$ cat config.mk
export PLATFORM = sky130hd
export DESIGN_NAME = fifo_seu_collector_flat
export DESIGN_NICKNAME = d
export VERILOG_FILES = /design/src/rtl/fifo_seu_pkg.sv /design/src/rtl/fifo_seu_collector_if.sv /design/src/rtl/fifo_seu_lane_cnt.sv /design/src/rtl/fifo_seu_collector.sv /design/src/flat_wrapper.sv
export SDC_FILE = /design/constraint.sdc
export NUM_CORES = 2
export LEC_CHECK = 0
export BUFFER_PORTS_ARGS = -buffer_cell sky130_fd_sc_hd__buf_2
export CORE_ASPECT_RATIO = 0.5
export CORE_UTILIZATION = 64
export DETAILED_ROUTE_END_ITERATION = 7
export PLACE_DENSITY = 0.94
export RECOVER_POWER = 100
export SETUP_SLACK_MARGIN = 0.5
export SLEW_MARGIN = 10
export SYNTH_ARGS = -nofsm -noshare
export SYNTH_HDL_FRONTEND = slang
export SYNTH_SLANG_ARGS = --single-unit
$ cat constraint.sdc
create_clock -name clk_i -period 10.07 [get_ports clk_i]
set_input_delay 1.007 -clock clk_i [delete_from_list [all_inputs] [get_ports clk_i]]
set_output_delay 1.007 -clock clk_i [all_outputs]
set_load 0.02 [all_outputs]
$ cat src/rtl/fifo_seu_pkg.sv
// Shared types and record layout helpers for the FIFO SEU statistics collector.
package fifo_seu_pkg;

  localparam int LANE_IDX_W = 8;

  typedef enum logic [1:0] {
    ST_IDLE,
    ST_SNAP,
    ST_SEND,
    ST_DONE
  } state_e;

  function automatic int pc_width(input int k);
    return $clog2(k + 1);
  endfunction

  function automatic int rec_width(input int w, input int m);
    return LANE_IDX_W + 3 * w + m + 1;
  endfunction

  // Record layout from LSB: sat, err flags, pg_warn count, dbit count, sbit count, lane index.
  function automatic int err_lsb();
    return 1;
  endfunction

  function automatic int pgw_lsb(input int m);
    return 1 + m;
  endfunction

  function automatic int dbit_lsb(input int w, input int m);
    return 1 + m + w;
  endfunction

  function automatic int sbit_lsb(input int w, input int m);
    return 1 + m + 2 * w;
  endfunction

  function automatic int idx_lsb(input int w, input int m);
    return 1 + m + 3 * w;
  endfunction

endpackage

$ cat src/rtl/fifo_seu_collector_if.sv
// Record stream from the SEU collector to the readout logic.
interface fifo_seu_collector_if #(
  parameter int RW = 60
);
  logic          busy_o;
  logic          rec_valid_o;
  logic          rec_ready_i;
  logic [RW-1:0] rec_data_o;
  logic          rec_last_o;

  modport master (
    output busy_o,
    output rec_valid_o,
    input  rec_ready_i,
    output rec_data_o,
    output rec_last_o
  );

  modport slave (
    input  busy_o,
    input  rec_valid_o,
    output rec_ready_i,
    input  rec_data_o,
    input  rec_last_o
  );
endinterface

$ cat src/rtl/fifo_seu_lane_cnt.sv
// One lane of live saturating SEU counters plus the shadow copy frozen on a snapshot.
module fifo_seu_lane_cnt
  import fifo_seu_pkg::*;
#(
  parameter int K = 48,
  parameter int M = 3,
  parameter int W = 16
) (
  input  logic         clk,
  input  logic         rst_n,
  input  logic [K-1:0] sbiterr,
  input  logic [K-1:0] dbiterr,
  input  logic         pg_warn,
  input  logic [M-1:0] err,
  input  logic         snap,
  output logic [W-1:0] sh_sbit,
  output logic [W-1:0] sh_dbit,
  output logic [W-1:0] sh_pgw,
  output logic [M-1:0] sh_err,
  output logic         sh_sat
);

  localparam int PCW = pc_width(K);
  localparam int SW  = W + 1;

  logic [W-1:0]   sbit_cnt, dbit_cnt, pgw_cnt;
  logic [W-1:0]   sbit_nxt, dbit_nxt, pgw_nxt;
  logic [M-1:0]   err_flags, err_nxt;
  logic           sat, sat_nxt, pg_prev;
  logic [PCW-1:0] pc_s, pc_d;
  logic [SW-1:0]  sum_s, sum_d, sum_p;

  // NOTE: every always_comb output gets a default first, so no path leaves a latch.
  always_comb begin
    pc_s = '0;
    pc_d = '0;
    for (int b = 0; b < K; b++) begin
      pc_s = pc_s + PCW'(sbiterr[b]);
      pc_d = pc_d + PCW'(dbiterr[b]);
    end
    // The extra top bit of each sum is the overflow that pins the counter at all-ones.
    sum_s    = {1'b0, sbit_cnt} + SW'(pc_s);
    sum_d    = {1'b0, dbit_cnt} + SW'(pc_d);
    sum_p    = {1'b0, pgw_cnt} + SW'(pg_warn & ~pg_prev);
    sbit_nxt = sum_s[W] ? '1 : sum_s[W-1:0];
    dbit_nxt = sum_d[W] ? '1 : sum_d[W-1:0];
    pgw_nxt  = sum_p[W] ? '1 : sum_p[W-1:0];
    err_nxt  = err_flags | err;
    sat_nxt  = sat | sum_s[W] | sum_d[W] | sum_p[W];
  end

  // NOTE: state updates use non-blocking assignments so all registers see pre-edge values.
  // NOTE: shadow registers are reset as well; they drive the record bus directly.
  always_ff @(posedge clk or negedge rst_n) begin
    if (!rst_n) begin
      sbit_cnt  <= '0;
      dbit_cnt  <= '0;
      pgw_cnt   <= '0;
      err_flags <= '0;
      sat       <= 1'b0;
      pg_prev   <= 1'b0;
      sh_sbit   <= '0;
      sh_dbit   <= '0;
      sh_pgw    <= '0;
      sh_err    <= '0;
      sh_sat    <= 1'b0;
    end else begin
      pg_prev <= pg_warn;
      if (snap) begin
        // This cycle's events land in the shadow; the live set restarts empty.
        sh_sbit   <= sbit_nxt;
        sh_dbit   <= dbit_nxt;
        sh_pgw    <= pgw_nxt;
        sh_err    <= err_nxt;
        sh_sat    <= sat_nxt;
        sbit_cnt  <= '0;
        dbit_cnt  <= '0;
        pgw_cnt   <= '0;
        err_flags <= '0;
        sat       <= 1'b0;
      end else begin
        sbit_cnt  <= sbit_nxt;
        dbit_cnt  <= dbit_nxt;
        pgw_cnt   <= pgw_nxt;
        err_flags <= err_nxt;
        sat       <= sat_nxt;
      end
    end
  end

endmodule

$ cat src/rtl/fifo_seu_collector.sv
// Per-lane SEU statistics collector: L lane counters, snapshot FSM and record streamer.
module fifo_seu_collector
  import fifo_seu_pkg::*;
#(
  parameter int K = 48,
  parameter int M = 3,
  parameter int L = 8,
  parameter int W = 16
) (
  input  logic                clk_i,
  input  logic                rst_n_i,
  input  logic [L*K-1:0]      sbiterr_i,
  input  logic [L*K-1:0]      dbiterr_i,
  input  logic [L-1:0]        pg_warn_i,
  input  logic [L*M-1:0]      err_i,
  input  logic                snap_i,
  fifo_seu_collector_if.master rec
);

  localparam int RW       = rec_width(W, M);
  localparam int IDX_LSB  = idx_lsb(W, M);
  localparam int SBIT_LSB = sbit_lsb(W, M);
  localparam int DBIT_LSB = dbit_lsb(W, M);
  localparam int PGW_LSB  = pgw_lsb(M);
  localparam int ERR_LSB  = err_lsb();
  localparam logic [LANE_IDX_W-1:0] LAST_IDX = LANE_IDX_W'(L - 1);

  logic [W-1:0]            sh_sbit [L];
  logic [W-1:0]            sh_dbit [L];
  logic [W-1:0]            sh_pgw  [L];
  logic [M-1:0]            sh_err  [L];
  logic [L-1:0]            sh_sat;
  state_e                  state;
  logic [LANE_IDX_W-1:0]   idx;
  logic [RW-1:0]           rec_word;

  for (genvar i = 0; i < L; i++) begin : g_lane
    fifo_seu_lane_cnt #(
      .K (K),
      .M (M),
      .W (W)
    ) u_lane (
      .clk     (clk_i),
      .rst_n   (rst_n_i),
      .sbiterr (sbiterr_i[i*K +: K]),
      .dbiterr (dbiterr_i[i*K +: K]),
      .pg_warn (pg_warn_i[i]),
      .err     (err_i[i*M +: M]),
      .snap    (state == ST_SNAP),
      .sh_sbit (sh_sbit[i]),
      .sh_dbit (sh_dbit[i]),
      .sh_pgw  (sh_pgw[i]),
      .sh_err  (sh_err[i]),
      .sh_sat  (sh_sat[i])
    );
  end

  always_ff @(posedge clk_i or negedge rst_n_i) begin
    if (!rst_n_i) begin
      state           <= ST_IDLE;
      idx             <= '0;
      rec.busy_o      <= 1'b0;
      rec.rec_valid_o <= 1'b0;
      rec.rec_last_o  <= 1'b0;
    end else begin
      case (state)
        ST_IDLE: begin
          if (snap_i) begin
            state      <= ST_SNAP;
            rec.busy_o <= 1'b1;
          end
        end
        ST_SNAP: begin
          idx             <= '0;
          rec.rec_valid_o <= 1'b1;
          rec.rec_last_o  <= (L == 1);
          state           <= ST_SEND;
        end
        ST_SEND: begin
          if (rec.rec_ready_i) begin
            if (idx == LAST_IDX) begin
              rec.rec_valid_o <= 1'b0;
              rec.rec_last_o  <= 1'b0;
              state           <= ST_DONE;
            end else begin
              idx            <= idx + 1'b1;
              rec.rec_last_o <= ((idx + 1'b1) == LAST_IDX);
            end
          end
        end
        ST_DONE: begin
          rec.busy_o <= 1'b0;
          state      <= ST_IDLE;
        end
        default: state <= ST_IDLE;
      endcase
    end
  end

  // The bus is zero whenever no record is offered, so a reset clears it at once.
  always_comb begin
    rec_word = '0;
    if (rec.rec_valid_o) begin
      rec_word[IDX_LSB +: LANE_IDX_W] = idx;
      for (int i = 0; i < L; i++) begin
        if (idx == LANE_IDX_W'(i)) begin
          rec_word[SBIT_LSB +: W] = sh_sbit[i];
          rec_word[DBIT_LSB +: W] = sh_dbit[i];
          rec_word[PGW_LSB +: W]  = sh_pgw[i];
          rec_word[ERR_LSB +: M]  = sh_err[i];
          rec_word[0]             = sh_sat[i];
        end
      end
    end
  end

  assign rec.rec_data_o = rec_word;

endmodule

$ cat src/flat_wrapper.sv
// flat-port wrapper written by rule: the top's interface ports become plain ports
module fifo_seu_collector_flat import fifo_seu_pkg::*;
#(
  parameter int K = 48,
  parameter int M = 3,
  parameter int L = 8,
  parameter int W = 16
)
  (clk_i, rst_n_i, sbiterr_i, dbiterr_i, pg_warn_i, err_i, snap_i, rec_busy_o, rec_rec_valid_o, rec_rec_ready_i, rec_rec_data_o, rec_rec_last_o);
  fifo_seu_collector_if #(.RW((60))) rec_i ();
  input  logic clk_i;
  input  logic rst_n_i;
  input  logic [L*K-1:0] sbiterr_i;
  input  logic [L*K-1:0] dbiterr_i;
  input  logic [L-1:0] pg_warn_i;
  input  logic [L*M-1:0] err_i;
  input  logic snap_i;
  output wire logic [$bits(rec_i.busy_o)-1:0] rec_busy_o;
  output wire logic [$bits(rec_i.rec_valid_o)-1:0] rec_rec_valid_o;
  input wire logic [$bits(rec_i.rec_ready_i)-1:0] rec_rec_ready_i;
  output wire logic [$bits(rec_i.rec_data_o)-1:0] rec_rec_data_o;
  output wire logic [$bits(rec_i.rec_last_o)-1:0] rec_rec_last_o;
  assign rec_busy_o = rec_i.busy_o;
  assign rec_rec_valid_o = rec_i.rec_valid_o;
  assign rec_i.rec_ready_i = rec_rec_ready_i;
  assign rec_rec_data_o = rec_i.rec_data_o;
  assign rec_rec_last_o = rec_i.rec_last_o;
  fifo_seu_collector #(.K(K), .M(M), .L(L), .W(W)) u_core (.clk_i(clk_i), .rst_n_i(rst_n_i), .sbiterr_i(sbiterr_i), .dbiterr_i(dbiterr_i), .pg_warn_i(pg_warn_i), .err_i(err_i), .snap_i(snap_i), .rec(rec_i));
endmodule
==> metrics.cfg <==
[timing]
period_needed_ns=7.62
worst_pin_slew_ns=6.19
grt_setup_unrepaired=false
fmax_mhz=131
clock_skew_ns=0.0264
maxSlewViolCount=839
period_share_pct=75.7
hold_viol=0
setup_viol=0
setup_tns_ns=0
max_slew_margin_pct=-313

[routing]
wl_um=177000
firstDrtPassIters=8
drt.antenna.violating_nets=0
wl_per_cell_um=20.0
drtIter0Drc=6281
drcViolationCount=3
viasPerCell=5.87
vias=51827

[yosys]
synthCells=6709
synth_nets=8529
synth_edf_count=0
synthArstFlopShare_pct=100
ys.flop_type=dfrtp_1
synth-seq-cells=853
synth-warning-count=0
synthDistinctLibCells=72
netlist_area_um2=62700
synth_area_per_cell_um2=9.35
seq_area_frac_synth_pct=34.0

[placement]
io_buffer_count=866
hpwl_um=136000
gp_congestion=0.974

[die]
start_util_pct=65.2
die_h_um=223
core_area_um2=96200
die_w_um=445
dieArea_um2=99400
rows=80
io_pins=867

[grt]
gr-total-overflow=0
grt_pass1_vias=53134
grt_max_degree=180
antenna_found_initial=12
grt_pass1_wl_um=280000
track_usage_pct=35.9

[cts]
cts.htree.levels=3
cts_resized=0
cts_root_buffer=clkbuf_16
clock_path_buffers=3
cts_made_buffers=81
cts.clk_slew.worst_paths_ns=0.07
cts_tree=yes
cts_sinks=853
hold_buffers=0
clkLatencyLatePin_ns=0.66
cts_setup_buffers=0

[critical_path]
critPathKind=in -> reg
arrival_ns=8.16
crit_fanout=7
crit_required_ns=10.61
start_kind=input port
regToRegStartpoint=u_core.state[1]
ff2ff_setup_slack_ns=2.62
r2r-end=u_core.g_lane[6].u_lane.sh_dbit[10]
end_kind=flop
r2r_cells=5

[cells_and_area]
syn2layout_area_growth_pct=12.8
fill_cells=6534
final_cell_mix=inv_1, nor2_1, dfrtp_1
num-nets-final=9264
drive_gt1_share_pct=13.9
register_area_um2=21300
multi_input_area_um2=36300
layout_commonest_cell=inv_1

[min_path]
hold_start=pg_warn_i[3]
holdPathStages=1
holdPathEnd=u_core.g_lane[3].u_lane.pg_prev
hp-class=in -> reg

[run_status]
status=finished with violations
violations=DRC, capacitance limit, slew limit

[run]
maxCapViolCount=11

worst max-delay path by stage:
stage | start | endpoint | cells past startpoint
4_1_cts | sbiterr_i[353] | u_core.g_lane[7].u_lane.sh_sat | 20
5_1_grt | rst_n_i | u_core.g_lane[5].u_lane.pgw_cnt[12] | 3
3_3_place_gp | sbiterr_i[257] | u_core.g_lane[5].u_lane.sh_sbit[9] | 20
6_report | sbiterr_i[161] | u_core.g_lane[3].u_lane.sh_sbit[11] | 20
2_1_floorplan | dbiterr_i[35] | u_core.g_lane[0].u_lane.sh_dbit[9] | 19
3_5_place_dp | sbiterr_i[353] | u_core.g_lane[7].u_lane.sh_sbit[5] | 20
registers in the layout (all words and copies together), names as in the netlist:
name,flops
u_core.g_lane.u_lane.err_flags,24
u_core.g_lane.u_lane.sh_pgw,128
u_core.state,2
u_core.g_lane.u_lane.sh_sbit,128
u_core.g_lane.u_lane.sh_dbit,128
u_core.rec.rec_last_o,1
u_core.g_lane.u_lane.sh_err,24
u_core.g_lane.u_lane.pg_prev,8
u_core.rec.rec_valid_o,1
u_core.rec.busy_o,1
u_core.g_lane.u_lane.pgw_cnt,128
u_core.idx,8
u_core.g_lane.u_lane.sat,8
u_core.g_lane.u_lane.dbit_cnt,128
u_core.g_lane.u_lane.sbit_cnt,128
u_core.g_lane.u_lane.sh_sat,8
metal layers:
layer / share of wire (%) / GRT usage [%]
met5: 0.019 / 0
met4: 5.0 / 15.5
met3: 11 / 9.75
met2: 46 / 56.1
met1: 38 / 47.5
synthesized netlist by cell type, types with 6 or more instances:
library cell  number  share of area, %
dfrtp_1          853                34
ha_1             360               7.2
o31ai_1           12              0.14
or3_1             33              0.33
nand2b_1          28              0.28
buf_2             14              0.11
a21boi_0          10              0.12
o211ai_1          16              0.19
mux2_2            25              0.45
o21bai_1          14              0.17
o21ai_1           31              0.25
a22oi_1           54              0.65
xor2_1            57              0.80
nor4_1            22              0.22
a211oi_1          34              0.41
mux2i_1           80               1.3
nand3_1          123              0.98
and4_1            22              0.31
nand4_1           25              0.25
nor2_1           949               5.7
or4_1              6             0.072
and3_1            71              0.71
fa_1             656                21
a31oi_1           94              0.94
o21a_1            63              0.75
nand2_1          383               2.3
xnor2_1           83               1.2
o221ai_1          36              0.50
buf_1             11             0.066
a21o_1            33              0.39
clkbuf_1         221               1.3
inv_1           1104               6.6
or2_2             13              0.13
o2bb2ai_1          7             0.098
a31o_2             6             0.084
a21oi_1          567               4.5
nor3_1            46              0.37
nand3b_1          57              0.68
nor2b_1           56              0.56
o21ai_0          317               2.5
o31a_1            17              0.24
and2_1            39              0.39
final cells by class:
class | count | area share (%)
diodes | 7 | 0.0247
clock buffers | 115 | 3.34
clock inverters | 34 | 0.587
inverters | 1104 | 5.86
multi-input cells | 4503 | 51.3
flip-flops and latches | 853 | 30.2
well taps | 1312 | 2.32
repair buffers | 901 | 6.42
worst max-delay path: stages:
cell	delay, ns
buf_2	0.11
fa_1	0.53
inv_1	0.05
fa_1	0.48
inv_1	0.05
fa_1	0.47
inv_1	0.05
fa_1	0.52
fa_1	0.43
fa_1	0.51
fa_1	0.42
fa_1	0.39
inv_1	0.09
fa_1	0.24
a211oi_1	0.09
nor2_1	0.33
o21ai_0	0.34
nor4b_1	1.55
nor3b_1	0.17
o31ai_1	0.31
stage by stage:
step	instances	setup WS, ns	util [%]	area (um2)	hold WS, ns
2_1_floorplan	6709	3.29	-	62700	0.447
3_3_place_gp	8673	2.69	70.8	68100	0.459
3_5_place_dp	8673	2.51	70.8	68100	0.466
4_1_cts	8822	3.12	73.7	70900	0.445
5_1_grt	8829	1.93	73.6	70800	0.475
6_report	8829	2.45	73.6	70800	0.476
cells by family (layout without fill, tap and decap cells):
family | count (synthesis) | count (layout) | synth area share, %
simple gates | 1894 | 1894 | 13.5
xor+xnor | 140 | 140 | 1.95
mux | 105 | 105 | 1.73
buf+inv | 1353 | 2154 | 8.16
other cells | 0 | 7 | 0
compound gates | 1348 | 1348 | 12.5
flops | 853 | 853 | 34.0
fa+ha+maj | 1016 | 1016 | 28.1
Power is left out: the tool's default activity adds up to more than one toggle a clock period on the data nets, which glitch-free logic cannot reach.
